[src/rtl/rr_arb8_ctrl.sv]
`default_nettype none
// ============================================================================
// Module   : rr_arb8_ctrl
// Brief    : 8-way round-robin arbiter with registered one-hot + encoded grant,
//            held until the owner releases. Optional forced release after
//            HOLD_MAX grant cycles when RR_ARB_TIMEOUT_EN is defined.
// Revision : 1.0 - initial release
// ============================================================================
module rr_arb8_ctrl #(
    parameter int NREQ     = 8,
    parameter int IDX_W    = 3,
    parameter int HOLD_MAX = 15,
    parameter int HOLD_W   = 4
) (
    input  logic             clk,
    input  logic             rst_n,
    input  logic [NREQ-1:0]  req,
    input  logic             done,
    output logic [NREQ-1:0]  gnt,
    output logic [IDX_W-1:0] gnt_idx,
    output logic             gnt_vld,
    output logic             timeout
);

    typedef enum logic [1:0] {
        S_IDLE    = 2'd0,
        S_GRANT   = 2'd1,
        S_RELEASE = 2'd2
    } state_t;

    state_t           r_state;
    logic [NREQ-1:0]  r_gnt;
    logic [IDX_W-1:0] r_gnt_idx;
    logic             r_gnt_vld;
    logic [IDX_W-1:0] r_ptr;

    logic             w_any;
    logic [IDX_W-1:0] w_win;
    logic [IDX_W-1:0] w_cand;
    logic             w_force;
    logic             w_release;

    // Size sanity: only the 8-requester / 3-bit index build is supported,
    // and the hold counter must be able to represent HOLD_MAX.
    if (NREQ == 8 && IDX_W == 3 && HOLD_MAX < (1 << HOLD_W)) begin : g_cfg_ok
    end else begin : g_cfg_unsupported
    end

    // Wrap-around scan starting at r_ptr; the index adder wraps naturally mod 8.
    always_comb begin
        w_any  = 1'b0;
        w_win  = '0;
        w_cand = '0;
        for (int i = 0; i < NREQ; i++) begin
            w_cand = r_ptr + IDX_W'(i);
            if (!w_any && req[w_cand]) begin
                w_any = 1'b1;
                w_win = w_cand;
            end
        end
    end

`ifdef RR_ARB_TIMEOUT_EN
    logic [HOLD_W-1:0] r_hold;
    logic              r_timeout;

    // r_hold counts GRANT cycles already elapsed; release on the edge that
    // would bring it to HOLD_MAX, so the grant lasts exactly HOLD_MAX cycles.
    assign w_force = (r_hold == HOLD_W'(HOLD_MAX - 1));
    assign timeout = r_timeout;
`else
    assign w_force = 1'b0;
    assign timeout = 1'b0;
`endif

    assign w_release = done | ~req[r_gnt_idx] | w_force;

    always_ff @(posedge clk or negedge rst_n) begin
        if (!rst_n) begin
            r_state   <= S_IDLE;
            r_gnt     <= '0;
            r_gnt_idx <= '0;
            r_gnt_vld <= 1'b0;
            r_ptr     <= '0;
`ifdef RR_ARB_TIMEOUT_EN
            r_hold    <= '0;
            r_timeout <= 1'b0;
`endif
        end else begin
`ifdef RR_ARB_TIMEOUT_EN
            r_timeout <= 1'b0;
`endif
            case (r_state)
                S_IDLE: begin
                    if (w_any) begin
                        r_gnt     <= NREQ'(1) << w_win;
                        r_gnt_idx <= w_win;
                        r_gnt_vld <= 1'b1;
                        r_state   <= S_GRANT;
`ifdef RR_ARB_TIMEOUT_EN
                        r_hold    <= '0;
`endif
                    end
                end
                S_GRANT: begin
                    if (w_release) begin
                        r_gnt     <= '0;
                        r_gnt_idx <= '0;
                        r_gnt_vld <= 1'b0;
                        r_ptr     <= r_gnt_idx + 1'b1;
                        r_state   <= S_RELEASE;
`ifdef RR_ARB_TIMEOUT_EN
                        r_timeout <= w_force;
                    end else begin
                        r_hold    <= r_hold + 1'b1;
`endif
                    end
                end
                S_RELEASE: begin
                    r_state <= S_IDLE;
                end
                default: begin
                    r_state <= S_IDLE;
                end
            endcase
        end
    end

    assign gnt     = r_gnt;
    assign gnt_idx = r_gnt_idx;
    assign gnt_vld = r_gnt_vld;

endmodule
`default_nettype wire

[config.mk]
export PLATFORM = sky130hd
export DESIGN_NAME = rr_arb8_ctrl
export DESIGN_NICKNAME = d
export VERILOG_FILES = /design/src/rtl/rr_arb8_ctrl.sv
export SDC_FILE = /design/constraint.sdc
export NUM_CORES = 1
export LEC_CHECK = 0
export ABC_CLOCK_PERIOD_IN_PS = 7900
export CAP_MARGIN = 30
export CORE_AREA = 2 2 62 64
export CTS_BUF_LIST = sky130_fd_sc_hd__clkbuf_8
export CTS_CLUSTER_SIZE = 14
export DETAILED_ROUTE_END_ITERATION = 7
export DIE_AREA = 0 0 64 66
export GPL_ROUTABILITY_DRIVEN = 0
export PLACE_DENSITY = 0.72
export SYNTH_ARGS = -nofsm -noshare
export SYNTH_HDL_FRONTEND = slang
export SYNTH_SLANG_ARGS = --single-unit
export TNS_END_PERCENT = 5
[constraint.sdc]
create_clock -name clk -period 7.9 [get_ports clk]
set_clock_uncertainty 0.1 [all_clocks]
set_input_delay 1.185 -clock clk [delete_from_list [all_inputs] [get_ports clk]]
set_output_delay 1.185 -clock clk [all_outputs]
set_load 0.02 [all_outputs]
Word level (Yosys, flattened, before mapping) --
Index checks and enable logic that the tools add are counted.
Storage, ports and cells: bits in registers 17, input bits 11, output and inout bits 13, word-level logic and storage cells 93
Operators by class: add/subtract/negate cells 8, $lt $le $gt $ge 9, equality and inequality tests 3, shift operators 1, multiplexer cells 46, bitwise gates (word level) 2, reductions and logical operators 19
Operators with widths (number):
- $lt A3 B4 Y1 const B | 9
- $mux W3 | 10
- $bmux W1 S3 | 9
- $mux W1 | 19
- $mux W8 | 2
- $pmux W8 S2 | 1
- $add A3 B3 Y3 const B | 4
- $shl A1 B3 Y8 const A | 1
- $logic_and A1 B1 Y1 | 7
- $logic_not A1 Y1 | 7
- $add A3 B1 Y3 const B | 2
- $add A3 B2 Y3 const B | 2
- $pmux W3 S2 | 1
- $mux W2 | 2
- $ne A2 B2 Y1 const B | 2
- $pmux W2 S2 | 1
- $reduce_and A2 Y1 | 2
- $reduce_and A3 Y1 | 1
- $eq A2 B1 Y1 const B | 1
- $logic_not A2 Y1 | 1
- $pmux W1 S2 | 1
- $reduce_bool A2 Y1 | 1
- $not A1 Y1 | 1
- $or A1 B1 Y1 | 1

Logic depth before layout (Yosys ltp) --
Gate-level depths: netlist of the first run.
word-level depth 27, mapped depth 13, depth with buffers taken out 9

Worst setup path before layout of the first run --
Ideal clock, no wire load.
path kind input port to flip-flop, start point in req[5], end point reg r_gnt[0] (netlist: gnt[0]), setup time 0.122 ns, arrival time 3.023 ns, data required time 7.678 ns, setup slack 4.656 ns, stages 7, buffers on the path 0, path through mux4_2 > mux2_4 > or3_1 > a31oi_2 > a221oi_2 > o22a_4 > a32o_1
Between the ends: word-level cells in the longest chain between the ends 27, elaborated cells between the ends (all ways) 56, those cells by class eq/ne (2); shift (1); mux (36); bitwise (2); reduce/logical (15)
Ends and longest elaborated chain:
- from (decl) | RTL line 17 | input logic [NREQ-1:0] req,
- $bmux W1 S3 | RTL line 56 | if (!w_any && req[w_cand]) begin
- $mux W1 (not written as such) | RTL line 56
- $mux W1 | RTL line 56
- $logic_not A1 Y1 | RTL line 56
- $logic_and A1 B1 Y1 | RTL line 56
- $mux W1 | RTL line 56
- $logic_not A1 Y1 | RTL line 56
- $logic_and A1 B1 Y1 | RTL line 56
- [11 not listed]
- $logic_and A1 B1 Y1 | RTL line 56
- $mux W1 | RTL line 56
- $logic_not A1 Y1 | RTL line 56
- $logic_and A1 B1 Y1 | RTL line 56
- $mux W3 | RTL line 56
- $shl A1 B3 Y8 | RTL line 96 | r_gnt <= NREQ'(1) << w_win;
- $mux W8 | RTL line 95 | if (w_any) begin
- $pmux W8 S2 | RTL line 93 | case (r_state)
- to (signal assigned) | RTL line 96
- to (decl) | RTL line 32 | logic [NREQ-1:0] r_gnt;
Several ways; a longest one is shown, not always the timed one. The select of a mux whose other input is x is not followed. A chain may end at the register's enable or synchronous reset.

Worst setup path in the final report of the first run --
start point reg r_ptr[0], end point reg r_gnt[0] (netlist: gnt[0])
Between the ends: word-level cells in the longest chain between the ends 27, elaborated cells between the ends (all ways) 58, those cells by class add/sub (7); eq/ne (1); shift (1); mux (34); reduce/logical (15)
Ends and longest elaborated chain:
- from (decl) | RTL line 35 | logic [IDX_W-1:0] r_ptr;
- from (signal assigned) | RTL line 110 | r_ptr <= r_gnt_idx + 1'b1;
- parallel branches: the longest is 27 deep, another holds $add A3 B1 Y3
Parallel ways; which one is timed is not known. The select of a mux whose other input is x is not followed.

==> results.toml, run 1 <==
[setup_path]
reg2reg_slack_ns = 3.67
critPathLaunch = "r_ptr[0]$_DFFE_PN0P_"
critPathCaptureType = "flop"
critPathMaxFanout = 18
worstSetupPathType = "flop to flop"
reg2reg_from = "r_ptr[0]$_DFFE_PN0P_"
critPathLaunchType = "flop"
rr_endpoint = "gnt[0]$_DFFE_PN0P_"
r2r_cells = 9
required_ns = 7.99
crit_arrival_ns = 4.32
cp-endpoint = "gnt[0]$_DFFE_PN0P_"

[timing]
post-route-min-period_ns = 4.23
relSlewSlack = 0.491
rsz0062_at_grt = "no"
finalMaxSlewViolations = 0
tightest_slew_ns = 0.763
hold_viol_final = 0
tns_ns = 0
setup_viol = 0
min_period_over_period = 0.535
max_clock_freq_ghz = 0.237

[synth]
synth_top_family_by_area = "multiplexers"
synth.avg_cell_area_um2 = 10.1
synth_cells = 169
seq_area_frac_synth = 0.248
synth_compound_area_frac = 0.212
ys.flop_type = "dfrtp_1"
synth_edf_count = 0
ys_types = 46
synthesis.area_um2 = 1710
synthXorXnorAreaFrac = 0.0204
synth_adder_area_share = 0.0219
yosysWarnings = 0
async_flop_share = 1.00
synthSimpleGateAreaFrac = 0.131
synth_fp_nets = 183
ys_seq_elements = 17
synthMuxAreaShare = 0.309

[global_routing]
grt_pass1_wl_um = 7280
grt-ovfl-total = 0
antenna_found_initial = 0
grtUsageTotal = 0.220
grt_pass1_vias = 1471
grt_max_degree = 19

[drt]
route.antenna.remaining_nets = 0
via_per_inst = 6.37
wirelength_um = 4270
wire_per_inst_um = 18.3
drc_errors = 0
drt_iter0_drc = 107
num_vias = 1484
dr.pass1.iters = 4

[cells_and_area]
diodes = 0
drive_gt1_frac = 0.168
syn_to_final_growth_pct = 15.2
nets = 200

[clock_network]
cts_hold_buf = 0
cts_max_path_buffers = 2
tritoncts = "yes"
cts_root_buf = "clkbuf_8"
cts.sinks = 17
cts.htree.levels = 1
cts_resized = 0
cts_buffers = 3
post_cts_buffers = 0
clk_pin_slew_ns = 0.06
clk-insertion-delay-late_ns = 0.26

[job]
maxCapViolCount = 0

[floorplan]
initial_core_util = 0.483
core-area_um2 = 3550
die-area_um2 = 4220
rows = 22
die_w_um = 64
fp.dieH_um = 66
ios = 24

[placement]
port_buffers = 22
hpwl_um = 3150

[outcome]
status = "finished clean"

[hold_path]
hold_class = "flop to flop"
layout make-up:
| type | count | area [µm²] |
|---|---|---|
| clock buffers | 3 | 41.3 |
| clock inverters | 1 | 5.00 |
| fillers | 307 | 1580 |
| inverters | 7 | 26.3 |
| multi-input cells | 135 | 1200 |
| flip-flops and latches | 17 | 425 |
| well taps | 48 | 60.1 |
| repair buffers | 22 | 220 |
logic make-up after synthesis:
| group | count (synthesis) |
|---|---|
| compound gates | 46 |
| simple gates | 47 |
| other cells | 1 |
| mux | 34 |
| flops | 17 |
| fa+ha+maj | 3 |
| buf+inv | 17 |
| xor+xnor | 4 |
metrics by stage:
stage	instance area, µm²	cells	util	setup slack [ns]	hold WS [ns]
2_1_floorplan	1710	169	-	4.66	0.395
3_3_place_gp	1930	229	0.543	3.83	0.375
3_5_place_dp	1930	229	0.543	3.73	0.369
4_1_cts	1970	233	0.556	3.69	0.391
5_1_grt	1970	233	0.556	3.29	0.414
6_report	1970	233	0.556	3.67	0.393
critical path, stage by stage (launching register included):
cell     delay (ns)
dfrtp_1        0.84
inv_1          0.21
ha_1           0.77
mux4_2         0.63
mux2i_1        0.38
nand2_1        0.10
nor2_1         0.13
a311o_1        0.36
and2_0         0.45
a32o_1         0.19
cell usage after synthesis (all sizes together), types with 2 or more instances:
cell / n / share of area
dfrtp: 17 / 0.25
nand2: 17 / 0.037
mux4: 14 / 0.18
nor2: 12 / 0.028
a21oi: 11 / 0.032
mux2i: 11 / 0.064
buf: 9 / 0.036
mux2: 9 / 0.061
a32o: 8 / 0.047
inv: 7 / 0.015
o21ai: 7 / 0.020
a31oi: 4 / 0.018
nand3: 4 / 0.012
xor2: 4 / 0.020
ha: 3 / 0.022
nand2b: 3 / 0.011
o22ai: 3 / 0.015
a211oi: 2 / 0.0088
a221oi: 2 / 0.018
nor2b: 2 / 0.0073
o211ai: 2 / 0.0088
o22a: 2 / 0.015
or3: 2 / 0.0073
how the worst min path moves through the flow:
stage / slack (ns) / cells after the start / start / to
after detailed placement: 0.37 / 2 / gnt_vld$_DFFE_PN0P_ / gnt_vld$_DFFE_PN0P_
after floorplan: 0.39 / 2 / r_state[0]$_DFFE_PN0P_ / r_state[0]$_DFFE_PN0P_
after global placement: 0.38 / 1 / gnt[0]$_DFFE_PN0P_ / gnt[0]$_DFFE_PN0P_
after global routing: 0.41 / 2 / gnt_vld$_DFFE_PN0P_ / gnt_vld$_DFFE_PN0P_
after CTS: 0.39 / 2 / gnt_vld$_DFFE_PN0P_ / gnt_vld$_DFFE_PN0P_
final: 0.39 / 1 / gnt[4]$_DFFE_PN0P_ / gnt[4]$_DFFE_PN0P_
cell usage in the layout (no fill, tap or decap), types with 2 or more instances in the layout:
| cell type | n |
|---|---|
| clkdlybuf4s50_1 | 22 |
| nand2_1 | 17 |
| dfrtp_1 | 17 |
| mux4_2 | 14 |
| mux2i_1 | 11 |
| nor2_1 | 11 |
| a21oi_1 | 11 |
| a32o_1 | 8 |
| inv_1 | 7 |
| mux2_1 | 6 |
| o21ai_0 | 5 |
| xor2_1 | 4 |
| nand3_1 | 4 |
| nand2b_1 | 3 |
| a31oi_1 | 3 |
| ha_1 | 3 |
| clkbuf_8 | 3 |
| mux2_2 | 2 |
| nor2b_1 | 2 |
| a221oi_2 | 2 |
| or3_1 | 2 |
| o21ai_1 | 2 |
| a211oi_1 | 2 |
| o211ai_1 | 2 |
| o22ai_1 | 2 |
registers in the layout (all words and copies together), names as in the netlist:
name     count
r_ptr        3
gnt_idx      3
gnt          8
gnt_vld      1
r_state      2
per-layer routing:
| layer | up-vias | global-route usage | part of all wire |
|---|---|---|---|
| li1 | 690 | - | - |
| met1 | 725 | 0.292 | 0.43 |
| met2 | 62 | 0.378 | 0.50 |
| met3 | 7 | 0.0221 | 0.056 |
| met4 | 0 | 0.0707 | 0.014 |
| met5 | - | 0 | 0 |
Power of run 1 is not shown: default switching activity piles up to over one toggle a cycle in this logic, so the estimate is an artifact.
==> run 2: changes to the inputs <==
--- a/config.mk
+++ b/config.mk
@@ -5,7 +5,7 @@
 export SDC_FILE = /design/constraint.sdc
 export NUM_CORES = 1
 export LEC_CHECK = 0
-export ABC_CLOCK_PERIOD_IN_PS = 7900
+export ABC_CLOCK_PERIOD_IN_PS = 3600
 export CAP_MARGIN = 30
 export CORE_AREA = 2 2 62 64
 export CTS_BUF_LIST = sky130_fd_sc_hd__clkbuf_8
@@ -13,7 +13,7 @@
 export DETAILED_ROUTE_END_ITERATION = 7
 export DIE_AREA = 0 0 64 66
 export GPL_ROUTABILITY_DRIVEN = 0
-export PLACE_DENSITY = 0.72
+export PLACE_DENSITY = 0.75
 export SYNTH_ARGS = -nofsm -noshare
 export SYNTH_HDL_FRONTEND = slang
 export SYNTH_SLANG_ARGS = --single-unit
==> constraint.sdc (replaced) <==
create_clock -name clk -period 3.6 [get_ports clk]
set_clock_uncertainty 0.1 [all_clocks]
set_input_delay 0.54 -clock clk [delete_from_list [all_inputs] [get_ports clk]]
set_output_delay 0.54 -clock clk [all_outputs]
set_load 0.02 [all_outputs]
==> run 2 against run 1 <==
Effect of this change:
- hold slack got worse by 0.00098 ns
- non-clock buffer count increased by 5
- die area unchanged
- sequential cell count stayed put
- first-iteration DRC count fell by 27%
- wire length decreased by 1.7%
- utilization grew 1.1 points
- sequential share of layout area down 0.40 points
- register-to-register slack worse by 3.5 ns
- critical endpoint is now gnt[6]$_DFFE_PN0P_
==> results.toml, run 2 (synthesis results as in run 1) <==
[hold_path]
hold_class = "flop to flop"
hold_end = "gnt[1]$_DFFE_PN0P_"
holdPathStages = 1
min-delay-start = "gnt[1]$_DFFE_PN0P_"

[clock_network]
cts_hold_buf = 0
cts_root_buf = "clkbuf_8"
tritoncts = "yes"
cts_max_path_buffers = 2
cts_resized = 0
cts_buffers = 3
post_cts_buffers = 0
clk_pin_slew_ns = 0.07
cts.sinks = 17
clk-insertion-delay-late_ns = 0.25
cts.htree.levels = 1

[floorplan]
fp.dieH_um = 66
ios = 24
core-area_um2 = 3550
rows = 22
die-area_um2 = 4220
die_w_um = 64
initial_core_util = 0.483

[timing]
post-route-min-period_ns = 3.38
tightest_slew_ns = 0.715
hold_viol_final = 0
setup_viol = 0
finalMaxSlewViolations = 0
min_period_over_period = 0.938
relSlewSlack = 0.522
rsz0062_at_grt = "no"
tns_ns = 0
max_clock_freq_ghz = 0.296

[drt]
drc_errors = 0
via_per_inst = 6.48
wire_per_inst_um = 17.6
route.antenna.remaining_nets = 0
num_vias = 1542
wirelength_um = 4200
dr.pass1.iters = 4
drt_iter0_drc = 78

[job]
maxCapViolCount = 0

[setup_path]
critPathLaunchType = "flop"
required_ns = 3.64
worstSetupPathType = "flop to flop"
critPathMaxFanout = 11
critPathCaptureType = "flop"
crit_arrival_ns = 3.41
r2r_cells = 10
reg2reg_slack_ns = 0.22
reg2reg_from = "r_ptr[0]$_DFFE_PN0P_"
rr_endpoint = "gnt[6]$_DFFE_PN0P_"

[cells_and_area]
diodes = 0
syn_to_final_growth_pct = 17.4
final_cell_mix = "22 x clkdlybuf4s50_1, 17 x nand2_1, 17 x dfrtp_1"
drive_gt1_frac = 0.189
nets = 205
layout_commonest_cell = "clkdlybuf4s50_1"
largest_register_ffs = 8

[global_routing]
grt_pass1_wl_um = 7220
grt-ovfl-total = 0
grtUsageTotal = 0.217
grt_max_degree = 18
antenna_found_initial = 0
grt_pass1_vias = 1488

[placement]
port_buffers = 22
hpwl_um = 3200

[outcome]
status = "finished clean"
## run 2: worst max path at each step
stage                          from            endpoint  slack, ns  cells after the start
3_5_place_dp                 req[3]  gnt[6]$_DFFE_PN0P_       0.21                      8
4_1_cts        r_ptr[0]$_DFFE_PN0P_  gnt[6]$_DFFE_PN0P_       0.26                     10
2_1_floorplan  r_ptr[1]$_DFFE_PN0P_  gnt[0]$_DFFE_PN0P_       0.44                     11
3_3_place_gp                 req[1]  gnt[1]$_DFFE_PN0P_       0.29                      8
6_report       r_ptr[0]$_DFFE_PN0P_  gnt[6]$_DFFE_PN0P_       0.22                     10
5_1_grt        r_ptr[0]$_DFFE_PN0P_  gnt[2]$_DFFE_PN0P_       0.06                     10
## run 2: layer usage
metal	vias to the layer above	global-route usage	share of wire	wire length, µm
li1	696	-	-	-
met1	780	0.301	0.42	1770
met2	60	0.371	0.50	2110
met3	6	0.0221	0.067	280
met4	0	0.0380	0.0081	34
met5	-	0	0	0
## run 2: cell type report
class | count | area, µm²
fill | 300 | 1540
multi-input combinational | 135 | 1200
sequential | 17 | 425
timing repair buffer | 27 | 258
tap | 48 | 60.1
clock buffer | 3 | 41.3
inverter | 7 | 26.3
clock inverter | 1 | 5.00
## run 2: critical path, cell delays in order, from the launching register on
cell and delay [ns]:
dfrtp_1 0.35, inv_1 0.10, ha_1 0.58, buf_4 0.24
mux4_2 0.38, mux2_2 0.35, nor2_1 0.21, a21oi_1 0.11
a221oi_2 0.41, o22ai_2 0.16, a32o_1 0.27
## run 2: per-stage QoR
stage / cell area (µm²) / utilization / worst slack [ns] / cells / hold WS (ns)
finish: 2010 / 0.567 / 0.223 / 238 / 0.392
global route: 2010 / 0.567 / 0.0565 / 238 / 0.423
CTS: 2010 / 0.567 / 0.258 / 238 / 0.392
detailed placement: 1970 / 0.554 / 0.209 / 234 / 0.366
global placement: 1970 / 0.554 / 0.286 / 234 / 0.360
floorplan: 1710 / - / 0.441 / 169 / 0.144
Power of run 2 is left out for the same reason.
==> patch 1: new RTL, flow settings as in run 2 <==
Build with the macro `RR_ARB_TIMEOUT_EN` defined.
--- a/src/rtl/rr_arb8_ctrl.sv
+++ b/src/rtl/rr_arb8_ctrl.sv
@@ -7,4 +7,6 @@
 // Revision : 1.0 - initial release
 // ============================================================================
+`define RR_ARB_TIMEOUT_EN
+
 module rr_arb8_ctrl #(
     parameter int NREQ     = 8,
Behaviour: same outputs for any inputs over 10 cycles, from zero or initial values and one cycle with rst_n low; that may be too few to reach the edited logic, so the function may still have changed.
==> patch 1 against run 2 <==
  * Sequential cell count rose by 5
  * Wire length rose by 10%
  * First-iteration DRC count is 85% higher
  * Worst hold slack lost 4.2 ps
  * Largest cell class unchanged
  * Area after synthesis increased by 15%
  * Worst setup slack improved by 87 ps
  * Core utilization up 8.4 points
  * Sequential share of layout area up 2.7 points
  * Final area rose by 15%
==> patch 1: results (changes against run 2) <==
synth_fp_nets: 185  # +1.1%
cp-endpoint: "gnt_idx[0]"
drt_iter0_markers: 144  # +85%
critPathTopFamily: "multiplexers"
clock_insertion_delay_worst_skew_ps: 270  # +20 ps
numPortBuffers: 23  # +4.5%
num-nets-final: 211  # +2.9%
critPathMaxStageDelay_ps: 750  # +170 ps
share_of_final_layout_standard_cells_stronger_than_drive_strength_1: 0.2216  # +0.03218
worst-slew-pin-transition_ps: 650.0  # -65.27 ps
first_global_vias: 1536  # +3.2%
cts.root.buffer_cell: "clkbuf_8"
intPower_mw: 1.276
tritoncts.num_buffers: 3  # unchanged
result_of_the_run: "complete, no violations"
regToRegSetupSlack_ps: 310  # +90 ps
gr-usage-all-layers: 0.2324  # +0.01584
path_max_fanout: 6  # -5
yosys-top-cells-count: "22 x dfrtp_1, 15 x nor2_1, 11 x mux4_2, 8 x nand2_1, 7 x mux2i_1"
detailedPlace.worstSlack_ps: 253.9  # +44.76 ps
met2RoutedLength_mm: 2.406  # +14%
synth_top_cells_by_area: "dfrtp_1 28%, mux4_2 13%, mux4_1 5.3%"
min_path_type: "in2async"
use_met2: 0.4128  # +0.04167
final.period_utilization: 0.9139  # -0.02430
seq_total_area_yosys: 0.2797  # +0.03155
grt_util_met1: 0.3023  # +0.001557
fill_cells: 285  # -5.0%
maximum_number_of_pins_on_one_net_before_global_route_repair: 23  # +5
wl_mm: 4.625  # +10%
synthDistinctLibCells: 55  # +20%
via_per_inst: 6.512  # +0.52%
route.layer.met1.wl_mm: 1.920  # +8.3%
grt_util_met3: 0.02044  # -0.001704
routed-wl-met3_um: 181  # -35%
cts_h_tree_depth: 1  # unchanged
crit_slowest_cell: "mux4_1"
hpwlAfterDp_mm: 3.603  # +12%
grt_first_pass_wirelength_mm: 7.652  # +5.9%
[patch 1: metrics by stage]
stage | util | hold WS (ps) | power (mW) | std cells | area (um^2)
detailed placement | 0.6265 | 372.6 | 2.200 | 237 | 2225
floorplan | - | 144.4 | 1.826 | 169 | 1968
global placement | 0.6265 | 361.5 | 2.134 | 237 | 2225
CTS | 0.6466 | 402.4 | 2.434 | 241 | 2296
finish | 0.6508 | 387.5 | 2.447 | 242 | 2311
global route | 0.6508 | 395.3 | 2.597 | 242 | 2311
[patch 1: area by class of cell]
class	instances	share of cell area
Timing Repair Buffer	28	0.1191
Sequential cell	22	0.2382
Inverter	7	0.01137
Clock buffer	3	0.01787
Multi-Input combinational cell	133	0.5744
Tap cell	48	0.02599
Clock inverter	1	0.01299
[patch 1: cells by family after synthesis]
| family | synth area share |
|---|---|
| simple gates | 0.1335 |
| mux | 0.3032 |
| flops | 0.2797 |
| fa+ha+maj | 0.03179 |
| xor+xnor | 0.01780 |
| compound gates | 0.1882 |
| buf+inv | 0.04577 |
==> patch 2: new RTL, flow settings as in run 2 <==
Without the edit above. Re-encode `state_t` (3 states) as one-hot, 3 bits wide.
--- a/src/rtl/rr_arb8_ctrl.sv
+++ b/src/rtl/rr_arb8_ctrl.sv
@@ -23,8 +23,8 @@
 );
 
-    typedef enum logic [1:0] {
-        S_IDLE    = 2'd0,
-        S_GRANT   = 2'd1,
-        S_RELEASE = 2'd2
+    typedef enum logic [2:0] {
+        S_IDLE    = 3'b001,
+        S_GRANT   = 3'b010,
+        S_RELEASE = 3'b100
     } state_t;
 
Function: same outputs for any inputs over 10 cycles, from zero or initial values and one cycle with rst_n low; not proved beyond that.
==> patch 2 against run 2 <==
  * First-iteration DRC count up 9.0%
  * Sequential cell count up 1
  * Via count up 3.8%
  * Final area up 8.6%
  * Area after synthesis down 2.3%
  * Worst setup slack worse by 180 ps
  * Wire length up 11%
  * Critical endpoint is now gnt[3]
==> patch 2: results (changes against run 2) <==
top_signal_layer_used: "met4"
worst-slew-pin-transition_ps: 758.9  # +43.66 ps
grt_util_met1: 0.3097  # +0.008888
share_of_final_layout_standard_cells_stronger_than_drive_strength_1: 0.2786  # +0.08913
reg2reg_to: "gnt[3]"
met2RoutedLength_mm: 2.272  # +7.7%
synth-warning-count: 0  # unchanged
rr_worst_depth: 9  # -1
clockBufferDepth: 2  # unchanged
maximum_number_of_pins_on_one_net_before_global_route_repair: 19  # +1
grt_util_met3: 0.03578  # +0.01363
ir_worst_vdd_mv: 0.6622
yosys-top-cells-count: "17 x dfrtp_1, 16 x inv_1, 14 x o21ai_0, 11 x mux4_2, 9 x o32ai_1"
fill_cells: 266  # -11%
synthDistinctLibCells: 47  # +2.2%
hpwlAfterDp_mm: 3.488  # +8.8%
grt_first_pass_wirelength_mm: 7.948  # +10%
synth_fp_nets: 172  # -6.0%
min_path_type: "reg2reg"
gr-usage-all-layers: 0.2396  # +0.02306
cts.root.buffer_cell: "clkbuf_8"
worstSetupStartpointType: "flop"
hold-path-endpoint: "r_state[1]"
sum_of_negative_setup_slack_ps: 0  # unchanged
path_max_fanout: 6  # -5
antenna-diode-count: 0  # unchanged
power_leakage_nw: 0.8779
route.layer.met1.wl_mm: 1.862  # +5.0%
crit_slowest_cell: "or4b_1"
drt_iter0_markers: 85  # +9.0%
grt_antenna_before_repair: 0  # unchanged
wl_per_cell_um: 18.68  # +5.9%
postCtsSetupRepairBufs: 0  # unchanged
seq_total_area_yosys: 0.2696  # +0.02143
use_met2: 0.4076  # +0.03646
min-delay-start: "r_state[2]"
regToRegSetupSlack_ps: 50  # -180 ps
worst_hold_path.num_cells: 1  # unchanged
drt_pass_1_iters: 5  # +1
routed-via-count: 1601  # +3.8%
post_dp_cell_area_um2: 2096  # +6.6%
routed-wl-met3_um: 398  # +42%
first_global_vias: 1659  # +11%
clock_insertion_delay_worst_skew_ps: 250  # about the same
ys_async_sr_fraction: 1.000  # unchanged
num-nets-final: 216  # +5.4%
critPathMaxStageDelay_ps: 550  # -30 ps
result_of_the_run: "complete, no violations"
cp.arrival_ps: 3610  # +200 ps
sequential_cell_area_um2: 452.9  # +6.5%
synth_top_cells_by_area: "dfrtp_1 25%, mux4_2 15%, mux4_1 7.8%"
[patch 2: metrics by stage]
stage	instances	worst slack [ps]	hold WS, ps
floorplan	158	-50.75	144.4
global placement	245	-12.60	335.8
detailed placement	245	-85.48	340.9
CTS	249	60.22	351.6
global route	249	-43.22	366.2
finish	249	46.67	356.1
[patch 2: worst max path at each step]
stage	to	slack [ps]	cells after the start
2_1_floorplan	gnt[3]	-50	11
3_3_place_gp	gnt[1]	-10	8
3_5_place_dp	gnt[5]	-90	8
4_1_cts	gnt[5]	60	9
5_1_grt	gnt[3]	-40	9
6_report	gnt[3]	50	9
[patch 2: cell families after synthesis]
family                   after synthesis  share of synthesized area
AO/OA/AOI/OAI                         46                     0.2061
XOR/XNOR                               4                    0.02091
adder cells (fa/ha/maj)                3                    0.02241
buffers and inverters                 24                    0.06347
flip-flops                            18                     0.2696
multiplexers                          29                     0.3077
other                                  1                   0.002238
AND/OR/NAND/NOR                       33                     0.1075
[patch 2: power breakdown]
part           total (mW)  internal, mW  switching, mW
clock               0.164        0.0972         0.0667
sequential          0.362         0.282         0.0794
combinational        1.88         0.887          0.995
[patch 2: area by class of cell]
class	instances	share of cell area
flip-flops and latches	18	0.2072
well taps	48	0.02748
inverters	17	0.02977
clock buffers	4	0.02519
multi-input cells	116	0.5272
repair buffers	46	0.1832
[patch 2: timing repair]
action | 4_1_cts | 5_1_grt
endpoints found under the hold margin | 0 | 0
pin swaps | 0 | 2
gates cloned | 0 | 0
endpoints found under the setup margin | 4 | 6
gates resized for setup | 2 | 4
[patch 2: critical path, delay by kind of cell, from the launching register on]
kind | cells | cell delay (ps)
AOI/OAI and AO/OA | 3 | 980
muxes | 2 | 850
and+or+nand+nor | 2 | 740
DFF | 1 | 370
adders and majority gates | 1 | 320
buffers and inverters | 1 | 90
